## src/rtl/mod_add_vec_ctrl.sv

```systemverilog
// rtl/mod_add_vec_ctrl.sv - sequencer for element-wise modular vector addition
// Issues operand reads, feeds the 2-cycle ModAdd datapath and writes results back delay-matched.
module mod_add_vec_ctrl #(
   parameter int K      = 54,
   parameter int ADDR_W = 12,
   parameter int RD_LAT = 1
) (
   input  logic              clk,
   input  logic              rst,
   input  logic              start,
   input  logic [ADDR_W:0]   n_len,
   input  logic [K-1:0]      q_in,
   input  logic              hold,
   output logic              busy,
   output logic              done,
   output logic              rd_en,
   output logic [ADDR_W-1:0] rd_addr,
   input  logic [K-1:0]      rd_data_a,
   input  logic [K-1:0]      rd_data_b,
   output logic [K-1:0]      add_ina,
   output logic [K-1:0]      add_inb,
   output logic [K-1:0]      add_q,
   input  logic [K-1:0]      add_out,
   output logic              wr_en,
   output logic [ADDR_W-1:0] wr_addr,
   output logic [K-1:0]      wr_data
);

   localparam int D = RD_LAT + 2;
   localparam logic [ADDR_W:0] ONE = {{ADDR_W{1'b0}}, 1'b1};

   typedef enum logic [1:0] {
      S_IDLE,
      S_RUN,
      S_DRAIN,
      S_DONE
   } state_t;

   state_t                       state_q, state_d;
   logic [ADDR_W:0]              cnt_q, cnt_d;
   logic [ADDR_W:0]              n_q, n_d;
   logic [K-1:0]                 q_q, q_d;
   logic [D-1:0]                 vld_q, vld_d;
   logic [D-1:0][ADDR_W-1:0]     addr_q, addr_d;
   logic                         issue;

   always_comb begin
      state_d = state_q;
      cnt_d   = cnt_q;
      n_d     = n_q;
      q_d     = q_q;
      issue   = 1'b0;
      case (state_q)
         S_IDLE: begin
            if (start) begin
               if (n_len != '0) begin
                  state_d = S_RUN;
                  n_d     = n_len;
                  q_d     = q_in;
                  cnt_d   = '0;
               end else begin
                  state_d = S_DONE;
               end
            end
         end
         S_RUN: begin
            if (!hold) begin
               issue = 1'b1;
               cnt_d = cnt_q + ONE;
               // counter is one bit wider than the address, so n = 2**ADDR_W ends cleanly
               if (cnt_q == n_q - ONE) begin
                  state_d = S_DRAIN;
               end
            end
         end
         S_DRAIN: begin
            // only the final stage may still be occupied: that write happens this cycle
            if (vld_q[D-2:0] == '0) begin
               state_d = S_DONE;
            end
         end
         S_DONE: begin
            state_d = S_IDLE;
         end
         default: begin
            state_d = S_IDLE;
         end
      endcase
      vld_d  = {vld_q[D-2:0], issue};
      addr_d = {addr_q[D-2:0], cnt_q[ADDR_W-1:0]};
   end

   always_ff @(posedge clk) begin
      if (rst) begin
         state_q <= S_IDLE;
         cnt_q   <= '0;
         n_q     <= '0;
         q_q     <= '0;
         vld_q   <= '0;
         addr_q  <= '0;
      end else begin
         state_q <= state_d;
         cnt_q   <= cnt_d;
         n_q     <= n_d;
         q_q     <= q_d;
         vld_q   <= vld_d;
         addr_q  <= addr_d;
      end
   end

   assign busy    = (state_q != S_IDLE);
   assign done    = (state_q == S_DONE);
   assign rd_en   = issue;
   assign rd_addr = cnt_q[ADDR_W-1:0];
   assign add_ina = rd_data_a;
   assign add_inb = rd_data_b;
   assign add_q   = q_q;
   assign wr_en   = vld_q[D-1];
   assign wr_addr = addr_q[D-1];
   assign wr_data = add_out;

endmodule
```

## config.mk

```make
export PLATFORM = sky130hd
export DESIGN_NAME = mod_add_vec_ctrl
export DESIGN_NICKNAME = d
export VERILOG_FILES = /design/src/rtl/mod_add_vec_ctrl.sv
export SDC_FILE = /design/constraint.sdc
export NUM_CORES = 1
export LEC_CHECK = 0
export CORE_AREA = 2 2 186 188
export CTS_CLUSTER_SIZE = 20
export DETAILED_ROUTE_END_ITERATION = 10
export DIE_AREA = 0 0 188 190
export GPL_TIMING_DRIVEN = 0
export SYNTH_ARGS = -nofsm -noshare
export SYNTH_HDL_FRONTEND = slang
export SYNTH_SLANG_ARGS = --single-unit
```

## constraint.sdc

```tcl
create_clock -name clk -period 1.9 [get_ports clk]
set_input_delay 0.38 -clock clk [delete_from_list [all_inputs] [get_ports clk]]
set_output_delay 0.38 -clock clk [all_outputs]
set_load 0.05 [all_outputs]
```

==> results.toml <==
[timing]
post-route-period-util_pct = 107
worst_slew_margin_rel_pct = 57.1
rsz_0062_raised_after_global_routing = "yes"
period_minus_slack_ns = 2.03
postLayoutSetupSlackWorst_ns = -0.134
clock.fmax_mhz = 492
hold_viol_final = 0
finalClockSkew_ns = 0.00592
timing_max_transition_violations_final = 0
finalSetupViolCount = 2
worstMarginPinSlew_ns = 0.644
worst_hold_slack_ns = 0.261
fin_setup_tns_ns = -0.245

[placed_design]
place_inst = 1476
globalplace.congestion = 0.773
hpwlAfterDp_um = 16100
port-buffer-count = 314

[power_and_ir_drop]
max-vdd-ir-drop_v = 0.000541
switchingPower_mw = 4.37
power.internal_mw = 6.21
clock_power_share_pct = 28.1
comb_power_share_pct = 43.6
leakagePower_nw = 4.58
finalPower_mw = 10.6
power.density_cell_area_nw_per_um2 = 1010
seqPwrFrac_pct = 28.4
power_switching_share_pct = 41.3

[worst_setup_path]
crit_path_max_fanout = 4
worst_path_largest_cell_delay_ns = 0.39
timing.critical_path.cells = "or3_4 -> or3_4 -> a22oi_2 -> a41oi_2 -> o31a_1 -> a211oi_2"
critical_path.top_delay_family = "compound AO/OA/AOI/OAI gates"
worst_r2r_path_depth = 6
critPathMostFrequentCell = "or3_4"
start_kind = "flop"
cp-end-kind = "flop"
critical_path.n_buffers_inverters = 0
slowest_stage = "or3_4"
r2r_start = "n_q[3]"
worst_r2r_end = "state_q[1]"
startpoint = "n_q[3]"
critPathArrivalTime_ns = 2.36
cp.required_ns = 2.23
path_depth = 6
ff2ff_setup_slack_ns = -0.13
timing_worst_setup_path_type = "reg -> reg"
timing.critical_path.to = "state_q[1]"

[status]
violated_checks = "setup timing"
run_status = "finished, violations left"

[die]
fp.coreArea_um2 = 33900
rows = 68
initial_utilization_pct = 17.4
io_pins = 477
die_height_um = 190
die_w_um = 188
area_of_the_die_um2 = 35700

[logic_synthesis]
ys.warnings.count = 0
yosys_register_bits = 121
synth-seq-area-share_pct = 41.1
synth_top_flop_cell = "dfxtp_1"
synthesis.area_um2 = 5900
netlist_instances = 707
yosys.cell_types.count = 51
synthesis.area_per_instance_um2 = 8.34
ys_async_sr_fraction_pct = 0
syn_nets = 946
synth-edff-count = 0

[final_layout]
flow.area_growth_from_synthesis_pct = 78.4
drive_above_1_share_pct = 27.7
final_cell_count_no_fill = 1527
nNetsFinal = 1293
layout.filler_cells = 3562

[drt]
detailedRoute.firstIterationViolations = 171
avgRoutedWirePerCell_um = 13.0
drc = 0
vias = 5687
route.final.wire_length_um = 19900
detail_route.vias_per_cell = 3.72
dr.pass1.iters = 4
route.antenna.remaining_nets = 0

[clock_network]
cts-hold-fix-buffers = 0
htree_levels = 4
clk_pin_slew_ns = 0.06
cts_tree = "done"
clockRootBuffer = "clkbuf_16"
clk_path_buf_depth = 2
clock_sink_count = 121
numCtsBuffers = 17
worstSkewPairLatency_ns = 0.41

[hold_path]
hold_path_class = "in -> reg"

[global_route]
grt_pass1_wl_um = 28600
number_of_antenna_violations_at_the_first_check_in_global_routing = 7
grt_usage_pct = 10.4
first_global_vias = 5080
grt_max_degree = 17
global_route.overflow_total = 0

[run]
maxCapViolCount = 0
==> power groups by stage <==
stage	Sequential [mW]	Combinational (mW)	Clock (mW)
2_1_floorplan	3.63	2.38	0
3_3_place_gp	3.05	4.32	0
3_5_place_dp	3.06	4.36	0
4_1_cts	2.99	4.43	3.09
5_1_grt	3.04	4.92	3.20
6_report	3.00	4.61	2.97
==> layout by cell type, fill, tap and decap left out, types with 5 or more instances in the layout <==
master and n:
clkdlybuf4s50_1 222, buf_4 194, nand2_1 139, dfxtp_1 111, a21oi_1 78, dlygate4sd2_1 69, nor2b_1 38, clkbuf_16 17
nor2_1 12, dlymetal6s2s_1 10, clkbuf_1 9, o21ai_0 9, clkdlybuf4s15_2 9, buf_6 8, clkbuf_2 8, or3_1 8
inv_6 7, dfxtp_4 7, inv_1 6, xnor2_1 6, xor2_1 6, diode_2 5, nand3_1 5
==> metrics by stage <==
step	utilization (%)	setup WS, ns	area (µm²)
after global placement	28.5	-1.09	9670
final	31.0	-0.134	10500
after floorplan	-	-0.00872	5960
after detailed placement	28.5	-1.14	9670
after global routing	31.0	-0.237	10500
after CTS	30.4	-0.154	10300
==> logic make-up (layout without fill, tap and decap cells) <==
logic type,count (synthesis),in the layout,share of synthesized area [%]
AND/OR/NAND/NOR,234,234,18.4
AO/OA/AOI/OAI,118,119,11.5
XOR/XNOR,15,15,2.80
flip-flops,121,121,41.1
buffers and inverters,213,572,24.9
other,0,5,0
adder cells (fa/ha/maj),6,6,1.27
==> sequential cells by signal, summed over array words and instances, names as in the netlist <==
name / flops
addr_d: 24
add_q: 54
cnt_q: 13
wr_addr: 12
state_q: 2
vld_q: 3
n_q: 13
==> per-layer routing <==
layer | part of all wire (%) | GRT usage, % | up-vias | wire (µm)
met5 | 0.13 | 0 | - | 25
met4 | 0.80 | 2.45 | 4 | 159
li1 | - | - | 2851 | -
met2 | 46 | 16.0 | 251 | 9230
met3 | 8.5 | 4.04 | 17 | 1680
met1 | 44 | 13.6 | 2564 | 8790
==> timing repair <==
item                       in CTS  in global routing
gates cloned                    0                  1
pin swaps                      10                 19
setup buffers                  14                  2
setup endpoints to repair     164                 75
hold endpoints to repair        0                  0
resized for setup             152                 60
==> worst reg2reg max path, cell delays in order, from the launching register on <==
cell and delay [ns]:
dfxtp_4 0.36, or3_4 0.39, or3_4 0.39, a22oi_2 0.17
a41oi_2 0.18, o31a_1 0.32, a211oi_2 0.14
==> cell usage after synthesis, types with 2 or more instances <==
cell type  count  share of area (%)
nor2b_1       38                4.0
o211ai_1       3               0.38
a21oi_1       78                6.6
o21ai_0       12                1.0
nand2_1      140                8.9
nand3_1        6               0.51
nor3_1         5               0.42
buf_4        174                 22
a211oi_1       3               0.38
xor2_1         6               0.89
or2b_1         2               0.25
xnor2_1        7                1.0
and3_1         4               0.42
nand4_1        3               0.32
and2_1         2               0.21
buf_6          2               0.38
inv_1          9               0.57
nor4_1         3               0.32
ha_1           6                1.3
clkbuf_1      24                1.5
a31oi_1        3               0.32
o31a_1         3               0.45
dfxtp_1      121                 41
nor2_1        14               0.89
a22o_1         2               0.30
or3_1          9               0.95
buf_1          4               0.25
==> how the worst min path moves through the flow <==
stage | start | end | slack, ns | cells past startpoint
CTS | addr_d[17] | addr_d[29] | 0.44 | 1
floorplan | addr_d[12] | addr_d[24] | 0.41 | 1
finish | n_len[11] | n_q[11] | 0.26 | 3
global placement | addr_d[18] | addr_d[30] | 0.42 | 1
global route | n_len[11] | n_q[11] | 0.25 | 3
detailed placement | addr_d[17] | addr_d[29] | 0.42 | 1
==> cell type report <==
class	instances	area [µm²]	area share [%]
Timing Repair Buffer	330	3200	30.5
Sequential cell	121	2450	23.3
Multi-Input combinational cell	374	2210	21.1
Buffer	201	1490	14.2
Tap cell	455	569	5.41
Clock buffer	18	429	4.08
Clock inverter	14	110	1.05
Inverter	9	36.3	0.345
Antenna cell	5	12.5	0.119
Power figures use the tool's default switching activity.
